[src/rtl/timer_seq_ctrl.sv]
// timer_seq_ctrl: walks N rail enables up/down, timing each step with an external counter2.
// Optional watchdog per wait state, enabled by defining TIMER_SEQ_WDT_EN.
module timer_seq_ctrl #(
   parameter  int unsigned NUM_STEPS  = 3,
   parameter  int unsigned MAX_COUNT  = 100,
   parameter  int unsigned WDT_CYCLES = 255,
   localparam int unsigned CNT_W      = $clog2(MAX_COUNT + 1)
) (
   input  logic                         iClk,
   input  logic                         iRst,
   input  logic                         iStart,
   input  logic [NUM_STEPS*CNT_W-1:0]   iDlyTable,
   input  logic                         iDone,
   output logic                         oLoad,
   output logic                         oCntEn,
   output logic                         oCntRst_n,
   output logic [CNT_W-1:0]             oSetCnt,
   output logic [NUM_STEPS-1:0]         oStepEn,
   output logic                         oSeqDone,
   output logic                         oBusy,
   output logic                         oFault
);

   localparam int unsigned IDX_W = (NUM_STEPS > 1) ? $clog2(NUM_STEPS) : 1;
   localparam logic [IDX_W-1:0] LAST_IDX = IDX_W'(NUM_STEPS - 1);

   if (NUM_STEPS < 1 || NUM_STEPS > 16 || MAX_COUNT < 1 || WDT_CYCLES < 1) begin : g_bad_params
      $error("timer_seq_ctrl: parameter out of range");
   end

   typedef enum logic [2:0] {
      S_IDLE,
      S_UP_LOAD,
      S_UP_WAIT,
      S_ON,
      S_DN_LOAD,
      S_DN_WAIT,
      S_FAULT
   } state_e;

   state_e                 state_q, state_d;
   logic [IDX_W-1:0]       idx_q, idx_d;
   logic [NUM_STEPS-1:0]   step_en_q, step_en_d;
   logic                   load_q, load_d;
   logic                   cnt_en_q, cnt_en_d;
   logic                   cnt_rst_n_q, cnt_rst_n_d;
   logic [CNT_W-1:0]       set_cnt_q, set_cnt_d;
   logic                   seq_done_q, seq_done_d;
   logic                   busy_q, busy_d;
   logic                   wait_s;
   logic [CNT_W-1:0]       dly_a [NUM_STEPS];

`ifdef TIMER_SEQ_WDT_EN
   localparam int unsigned WDT_W = $clog2(WDT_CYCLES + 1);
   logic [WDT_W-1:0]       wdt_q, wdt_d;
   logic                   fault_q, fault_d;
   logic                   wdt_expired;

   assign wdt_expired = (wdt_q == WDT_W'(WDT_CYCLES - 1));
`endif

   // Unpack the flat delay table into per-step entries
   always_comb begin
      for (int i = 0; i < NUM_STEPS; i++) begin
         dly_a[i] = iDlyTable[i*CNT_W +: CNT_W];
      end
   end

   always_comb begin
      state_d   = state_q;
      idx_d     = idx_q;
      step_en_d = step_en_q;

      case (state_q)
         S_IDLE: begin
            if (iStart) begin
               state_d = S_UP_LOAD;
               idx_d   = '0;
            end
         end

         S_UP_LOAD, S_UP_WAIT: begin
            // Abort beats a coincident done: the pending step never turns on
            if (!iStart) begin
               if (idx_q == '0) begin
                  state_d = S_IDLE;
               end else begin
                  state_d            = S_DN_LOAD;
                  idx_d              = idx_q - IDX_W'(1);
                  step_en_d[idx_d]   = 1'b0;
               end
            end else if (state_q == S_UP_LOAD) begin
               state_d = S_UP_WAIT;
            end else if (iDone) begin
               step_en_d[idx_q] = 1'b1;
               if (idx_q == LAST_IDX) begin
                  state_d = S_ON;
               end else begin
                  state_d = S_UP_LOAD;
                  idx_d   = idx_q + IDX_W'(1);
               end
            end
`ifdef TIMER_SEQ_WDT_EN
            else if (wdt_expired) begin
               state_d   = S_FAULT;
               step_en_d = '0;
            end
`endif
         end

         S_ON: begin
            if (!iStart) begin
               state_d             = S_DN_LOAD;
               idx_d               = LAST_IDX;
               step_en_d[LAST_IDX] = 1'b0;
            end
         end

         S_DN_LOAD: begin
            state_d = S_DN_WAIT;
         end

         S_DN_WAIT: begin
            if (iDone) begin
               if (idx_q == '0) begin
                  state_d = S_IDLE;
               end else begin
                  state_d          = S_DN_LOAD;
                  idx_d            = idx_q - IDX_W'(1);
                  step_en_d[idx_d] = 1'b0;
               end
            end
`ifdef TIMER_SEQ_WDT_EN
            else if (wdt_expired) begin
               state_d   = S_FAULT;
               step_en_d = '0;
            end
`endif
         end

         S_FAULT: begin
            step_en_d = '0;
            if (!iStart) begin
               state_d = S_IDLE;
               idx_d   = '0;
            end
         end

         default: begin
            state_d   = S_IDLE;
            idx_d     = '0;
            step_en_d = '0;
         end
      endcase

      // Outputs follow the state being entered so they register alongside it
      wait_s      = (state_d == S_UP_WAIT) || (state_d == S_DN_WAIT);
      load_d      = (state_d == S_UP_LOAD) || (state_d == S_DN_LOAD);
      cnt_en_d    = wait_s;
      cnt_rst_n_d = wait_s;
      set_cnt_d   = load_d ? dly_a[idx_d] : '0;
      seq_done_d  = (state_d == S_ON);
      busy_d      = load_d || wait_s;

`ifdef TIMER_SEQ_WDT_EN
      wdt_d   = wdt_q;
      if ((state_q == S_UP_LOAD) || (state_q == S_DN_LOAD)) begin
         wdt_d = '0;
      end else if ((state_q == S_UP_WAIT) || (state_q == S_DN_WAIT)) begin
         wdt_d = wdt_q + WDT_W'(1);
      end
      fault_d = (state_d == S_FAULT);
`endif
   end

   always_ff @(posedge iClk) begin
      if (iRst) begin
         state_q     <= S_IDLE;
         idx_q       <= '0;
         step_en_q   <= '0;
         load_q      <= 1'b0;
         cnt_en_q    <= 1'b0;
         cnt_rst_n_q <= 1'b0;
         set_cnt_q   <= '0;
         seq_done_q  <= 1'b0;
         busy_q      <= 1'b0;
`ifdef TIMER_SEQ_WDT_EN
         wdt_q       <= '0;
         fault_q     <= 1'b0;
`endif
      end else begin
         state_q     <= state_d;
         idx_q       <= idx_d;
         step_en_q   <= step_en_d;
         load_q      <= load_d;
         cnt_en_q    <= cnt_en_d;
         cnt_rst_n_q <= cnt_rst_n_d;
         set_cnt_q   <= set_cnt_d;
         seq_done_q  <= seq_done_d;
         busy_q      <= busy_d;
`ifdef TIMER_SEQ_WDT_EN
         wdt_q       <= wdt_d;
         fault_q     <= fault_d;
`endif
      end
   end

   assign oLoad     = load_q;
   assign oCntEn    = cnt_en_q;
   assign oCntRst_n = cnt_rst_n_q;
   assign oSetCnt   = set_cnt_q;
   assign oStepEn   = step_en_q;
   assign oSeqDone  = seq_done_q;
   assign oBusy     = busy_q;
`ifdef TIMER_SEQ_WDT_EN
   assign oFault    = fault_q;
`else
   assign oFault    = 1'b0;
`endif

endmodule

[config.mk]
export PLATFORM = sky130hd
export DESIGN_NAME = timer_seq_ctrl
export DESIGN_NICKNAME = d
export VERILOG_FILES = /design/src/rtl/timer_seq_ctrl.sv
export SDC_FILE = /design/constraint.sdc
export NUM_CORES = 1
export LEC_CHECK = 0
export CAP_MARGIN = 30
export CORE_MARGIN = 5
export CORE_UTILIZATION = 55
export DETAILED_ROUTE_END_ITERATION = 8
export DONT_BUFFER_PORTS = 1
export PLACE_DENSITY = 0.73
export SYNTH_ARGS = -nofsm -noshare
export SYNTH_HDL_FRONTEND = slang
export SYNTH_SLANG_ARGS = --single-unit
export TNS_END_PERCENT = 5
[constraint.sdc]
create_clock -name iClk -period 2.2 [get_ports iClk]
set_input_delay 0.44 -clock iClk [delete_from_list [all_inputs] [get_ports iClk]]
set_output_delay 0.44 -clock iClk [all_outputs]
set_load 0.05 [all_outputs]
==> flow_metrics.env, run 1 <==
export IMPL_syn_cell_area_sq_mm=0.00121
export IMPL_hold_class="input pin to flop"
export IMPL_clkPwrFrac_pct=24.5
export IMPL_die_height_microns=56.9
export IMPL_period_needed_ns=2.10
export IMPL_place_hpwl_microns=2260
export IMPL_ys_seq_elements=19
export IMPL_seq_power_share_pct=54.9
export IMPL_skew_ns=0.00940
export IMPL_clk_pin_slew_ns=0.12
export IMPL_min_delay_path_depth=1
export IMPL_grt_pass1_vias=1085
export IMPL_io_pins=41
export IMPL_ant_nets=0
export IMPL_setup_slack_ns=0.101
export IMPL_initial_core_util_pct=56.3
export IMPL_async_reset_ff_share_pct=0
export IMPL_cellPowerDensity_mw_per_mm2=567
export IMPL_dp_slack_ns=0.0234
export IMPL_r2r_cells=6
export IMPL_max_slew_margin_pct=64.8
export IMPL_wl_per_cell_microns=17.2
export IMPL_startpoint_type="flop"
export IMPL_gr_usage_all_layers_pct=19.6
export IMPL_clkSinkCount=19
export IMPL_synth_ff_type="dfxtp_1"
export IMPL_vias_per_cell=6.28
export IMPL_yosys_top_cells_area="dfxtp_1, ha_1, mux2i_1"
export IMPL_numCtsBuffers=3
export IMPL_cp_end_kind="flop"
export IMPL_firstDrtPassIters=4
export IMPL_htree_levels=1
export IMPL_arrival_ns=2.35
export IMPL_root_buffer="clkbuf_4"
export IMPL_fin_crit_sh_pct=95.4
export IMPL_num_rows=17
export IMPL_layout_drive_gt1_share_pct=20.7
export IMPL_max_freq_mhz=477
export IMPL_regToRegSetupSlack_ns=0.10
export IMPL_grt_max_degree=15
export IMPL_yosysTopAreaCellShare_pct=31.4
export IMPL_cts_tree="yes"
export IMPL_ys_seq_area_share_pct=31.4
export IMPL_coreArea_sq_mm=0.00215
export IMPL_maxSlewViolCount=0
export IMPL_grt_ovfl_total=0
export IMPL_worstMarginPinSlew_ns=0.527
export IMPL_worst_skew_pair_late_latency_ns=0.31
export IMPL_irDropWorstVdd_uv=403
export IMPL_status="complete, no violations"
export IMPL_die_area_sq_mm=0.00324
export IMPL_drtIter0Drc=46
export IMPL_path_max_fanout=7
export IMPL_min_from="iRst"
export IMPL_cp_data_required_time_ns=2.45
export IMPL_setup_viol=0
export IMPL_r2r_start="idx_q[0]$_SDFF_PP0_"
export IMPL_switching_share_pct=34.4
export IMPL_p_sw_uw=262
export IMPL_synth_distinct_cells=42
export IMPL_rr_endpoint="oSetCnt[4]$_SDFF_PP0_"
export IMPL_area_growth_pct=11.2
export IMPL_yosysTopAreaCell="dfxtp_1"
export IMPL_intPower_uw=500
export IMPL_yosysWarnings=0
export IMPL_rsz0062_at_grt="no"
export IMPL_antennaDiodeCount=0
export IMPL_fin_nets=183
export IMPL_hold_violations=0
export IMPL_p_leak_uw=0.000530
export IMPL_port_buffers=0
export IMPL_num_vias=1117
export IMPL_gpl_final_weighted_congestion=0.916
export IMPL_tns_ns=0
export IMPL_drt_wl_total_microns=3060
export IMPL_drc=0
export IMPL_hold_end="idx_q[0]$_SDFF_PP0_"
export IMPL_cts_max_path_buffers=2
export IMPL_netlist_instances=145
export IMPL_combPwrFrac_pct=20.6
export IMPL_syn_nets=177
export IMPL_max_cap_violations=0
export IMPL_die_w_microns=56.9
export IMPL_antenna_found_initial=0
export IMPL_post_cts_buffers=0
export IMPL_avgSynthCellArea_sq_um=8.34
export IMPL_synth_edf_count=0
export IMPL_grt_pass1_wl_microns=5000
export IMPL_crit_type="flop to flop"
==> state kept, by name, summed over array words and instances, names as in the netlist <==
name       cells
idx_q          2
oBusy          1
oCntRst_n      1
oLoad          1
oSeqDone       1
oSetCnt        7
oStepEn        3
state_q        3
==> final cells by class <==
type                       instances  area, sq um
clock buffer                       3         22.5
clock inverter                     1         5.00
fill                             188          803
inverter                          13         48.8
multi-input combinational        102          756
sequential                        19          388
tap                               28         35.0
timing repair buffer              12         90.1
==> how the worst max path moves through the flow <==
stage / start / end / cells past startpoint
after global routing: idx_q[0]$_SDFF_PP0_ / oSetCnt[6]$_SDFF_PP0_ / 6
after floorplan: idx_q[0]$_SDFF_PP0_ / oSetCnt[0]$_SDFF_PP0_ / 8
after detailed placement: idx_q[0]$_SDFF_PP0_ / oSetCnt[4]$_SDFF_PP0_ / 6
after global placement: idx_q[1]$_SDFF_PP0_ / oSetCnt[4]$_SDFF_PP0_ / 6
final: idx_q[0]$_SDFF_PP0_ / oSetCnt[4]$_SDFF_PP0_ / 6
after CTS: idx_q[0]$_SDFF_PP0_ / oSetCnt[3]$_SDFF_PP0_ / 6
==> cell usage after synthesis (4+ instances only) <==
| cell type | count |
|---|---|
| dfxtp_1 | 19 |
| a21oi_1 | 14 |
| inv_1 | 13 |
| nor2_1 | 13 |
| o22ai_1 | 9 |
| mux2i_1 | 8 |
| ha_1 | 7 |
| o21ai_0 | 5 |
| buf_2 | 4 |
| clkbuf_1 | 4 |
==> per-layer routing <==
metal	vias up	GRT usage [%]	wire length, microns
met3	7	6.21	311
met1	521	24.0	1210
met5	-	0	0
met2	60	30.3	1480
met4	0	10.6	60
li1	529	-	-
==> power groups by stage <==
stage / clock network (uW) / registers (uW) / logic [uW]
floorplan: 0 / 429 / 120
global placement: 0 / 428 / 146
detailed placement: 0 / 428 / 150
CTS: 199 / 421 / 151
global route: 208 / 421 / 171
finish: 187 / 418 / 157
==> logic make-up (layout without fill, tap and decap cells) <==
kind of cell	after synthesis	in the layout	share of synthesized area, %
DFF	19	19	31.4
muxes	8	8	6.62
AOI/OAI and AO/OA	44	44	24.4
other	1	1	0.310
adders and majority gates	7	7	7.24
buffers and inverters	24	29	9.10
and+or+nand+nor	42	42	20.9
==> placed cells by master (no fill, tap or decap), types with 2 or more instances in the layout <==
master and instances:
dfxtp_1 17, a21oi_1 14, nor2_1 13, inv_1 12
buf_4 12, mux2i_1 8, o22ai_1 8, ha_1 6
o21ai_0 5, nand2b_1 3, nor2b_1 3, nor3_1 3
clkbuf_4 3, or3b_4 2, a211oi_1 2, and2b_1 2
a2111oi_0 2, nor3b_2 2, nand2_1 2, nand4_1 2
o21a_1 2, a31oi_1 2, dfxtp_4 2
==> stage by stage <==
step	power [uW]	instances	utilization, %	instance area [sq um]	hold WS (ns)
5_1_grt	800	178	62.6	1350	0.158
6_report	762	178	62.6	1350	0.173
3_5_place_dp	578	174	60.0	1290	0.508
4_1_cts	771	178	61.4	1320	0.157
2_1_floorplan	549	145	-	1220	0.559
3_3_place_gp	574	174	60.0	1290	0.508
==> worst max-delay path, stage by stage, from the launching register on <==
cell       delay (ns)
dfxtp_4          0.39
inv_2            0.08
ha_2             0.22
o311a_1          0.37
a2111oi_4        0.34
or3b_4           0.46
o22ai_1          0.17
==> repair_timing <==
action,in CTS,in global routing
hold buffers,0,0
pin swaps,0,0
resized for setup,1,7
endpoints found under the setup margin,2,7
Note: power is estimated with default switching activity, not from simulation.
==> inputs of run 2 (changes only) <==
Settings changed: CORE_MARGIN 5 to default.
==> run 2 against run 1 <==
Combinational power hardly changed. Highest routed layer unchanged. Clock skew is 0.0024 ns higher. Non-clock buffer count is 2 lower. First-iteration DRC count is 43% higher. Largest cell class unchanged. Critical path type unchanged.
==> flow_metrics.env, run 2 (synthesized netlist as in run 1, its figures left out) <==
export IMPL_place_hpwl_microns=2060
export IMPL_seq_power_share_pct=55.3
export IMPL_fin_crit_sh_pct=95.9
export IMPL_port_buffers=0
export IMPL_clkSinkCount=19
export IMPL_firstDrtPassIters=4
export IMPL_grt_pass1_wl_microns=4540
export IMPL_cts_tree="yes"
export IMPL_final_common_cell="dfxtp_1"
export IMPL_num_vias=1111
export IMPL_cts_max_path_buffers=2
export IMPL_combPwrFrac_pct=20.3
export IMPL_antenna_found_initial=0
export IMPL_max_slew_margin_pct=65.6
export IMPL_placed_area_sq_mm=0.00127
export IMPL_cp_cell_sequence="inv_1 -> ha_2 -> o31ai_2 -> mux2i_2 -> a2111oi_4 -> or3b_4 -> o22ai_1"
export IMPL_drt_wl_total_microns=2790
export IMPL_slowest_delay_ns=0.47
export IMPL_numCtsBuffers=3
export IMPL_maxSlewViolCount=0
export IMPL_slowest_stage="or3b_4"
export IMPL_stdcell_area_sq_mm=0.00134
export IMPL_ant_nets=0
export IMPL_htree_levels=1
export IMPL_cp_top_family="compound AO/OA/AOI/OAI gates"
export IMPL_max_cap_violations=0
export IMPL_num_rows=16
export IMPL_cellPowerDensity_mw_per_mm2=567
export IMPL_gpl_final_weighted_congestion=0.969
export IMPL_gr_usage_all_layers_pct=24.3
export IMPL_worst_skew_pair_late_latency_ns=0.31
export IMPL_die_height_microns=48.9
export IMPL_io_pins=41
export IMPL_wl_per_cell_microns=15.9
export IMPL_worstMarginPinSlew_ns=0.516
export IMPL_stdcell_count=175
export IMPL_ctsHoldBuffers=0
export IMPL_cp_end_kind="flop"
export IMPL_clk_pin_slew_ns=0.12
export IMPL_irDropWorstVdd_uv=423
export IMPL_initial_core_util_pct=59.8
export IMPL_grt_pass1_vias=1002
export IMPL_max_freq_mhz=474
export IMPL_grt_ovfl_total=0
export IMPL_die_area_sq_mm=0.00239
export IMPL_switching_share_pct=34.3
export IMPL_area_growth_pct=10.5
export IMPL_crit_type="flop to flop"
export IMPL_status="complete, no violations"
export IMPL_skew_ns=0.0118
export IMPL_startpoint_type="flop"
export IMPL_arrival_ns=2.34
export IMPL_drtIter0Drc=66
export IMPL_p_sw_uw=260
export IMPL_vias_per_cell=6.35
export IMPL_fin_nets=181
export IMPL_layout_drive_gt1_share_pct=20.9
export IMPL_p_leak_uw=0.000517
export IMPL_antennaDiodeCount=0
export IMPL_final_fill_count=178
export IMPL_period_needed_ns=2.11
export IMPL_clkPwrFrac_pct=24.4
export IMPL_coreArea_sq_mm=0.00202
export IMPL_cp_buffers_inverters=1
export IMPL_root_buffer="clkbuf_4"
export IMPL_cp_data_required_time_ns=2.43
export IMPL_hold_class="input pin to flop"
export IMPL_largest_reg_flops=7
export IMPL_hold_violations=0
export IMPL_path_max_fanout=7
export IMPL_drc=0
export IMPL_finalPower_uw=759
export IMPL_grt_max_degree=15
export IMPL_place_inst=171
export IMPL_setup_viol=0
export IMPL_die_w_microns=48.9
export IMPL_intPower_uw=498
export IMPL_most_common_layout_cells="dfxtp_1, a21oi_1, nor2_1"
[run 2: changes by cell type in the layout (fill, tap and decap cells not counted), sizes merged]
cell / previous run / this run
buf: 12 / 10
[run 2: worst paths after layout]
| kind | start | endpoint | slack (ns) | cells past startpoint |
|---|---|---|---|---|
| max | idx_q[1]$_SDFF_PP0_ | oSetCnt[6]$_SDFF_PP0_ | 0.09 | 7 |
| min | iRst | idx_q[0]$_SDFF_PP0_ | 0.17 | 1 |
| max reg2reg | idx_q[1]$_SDFF_PP0_ | oSetCnt[6]$_SDFF_PP0_ | 0.09 | 7 |
| min reg2reg | idx_q[0]$_SDFF_PP0_ | oStepEn[1]$_SDFFE_PP0P_ | 0.60 | 2 |
[run 2: layer usage]
layer,wire (microns),GRT usage (%)
met1,1230,32.2
met2,1330,38.2
met3,180,4.36
met4,50,11.3
met5,0,0
[run 2: cell type report]
type	instances	area, sq um	share of cell area (%)
inverters	13	48.8	3.65
well taps	27	33.8	2.53
clock inverters	1	5.00	0.374
clock buffers	3	22.5	1.68
repair buffers	10	78.8	5.89
flip-flops and latches	19	387	28.9
multi-input cells	102	762	57.0
[run 2: power groups by stage]
stage | Sequential (uW) | Combinational [uW] | Clock [uW]
floorplan | 429 | 120 | 0
global placement | 428 | 145 | 0
global route | 421 | 168 | 204
finish | 419 | 154 | 185
detailed placement | 428 | 146 | 0
CTS | 420 | 147 | 191
[run 2: timing repair]
item	CTS	global route
gates resized for setup	1	9
pin swaps	0	1
setup buffers	0	0
endpoints found under the setup margin	7	7
hold endpoints to repair	0	0
[run 2: stage by stage]
| step | setup TNS (ns) | hold WS [ns] | util, % | worst slack, ns |
|---|---|---|---|---|
| 2_1_floorplan | 0 | 0.559 | - | 0.00544 |
| 3_3_place_gp | 0 | 0.515 | 62.9 | 0.0353 |
| 3_5_place_dp | -0.0335 | 0.506 | 62.9 | -0.0335 |
| 4_1_cts | 0 | 0.165 | 64.4 | 0.00679 |
| 5_1_grt | -0.0294 | 0.166 | 66.2 | -0.0122 |
| 6_report | 0 | 0.171 | 66.2 | 0.0901 |
[run 2: worst reg2reg max path: cells and delay by family, from the launching register on]
kind | cells | cell delay (ns)
AND/OR/NAND/NOR | 1 | 0.47
adder cells (fa/ha/maj) | 1 | 0.21
AO/OA/AOI/OAI | 3 | 0.72
multiplexers | 1 | 0.15
flip-flops | 1 | 0.40
buffers and inverters | 1 | 0.08
==> inputs of run 3 (changes only) <==
Settings changed: CTS_CLUSTER_SIZE from default to 10.
==> results of run 3 <==
Final layout, timing and power as in run 2 (identical DEF).
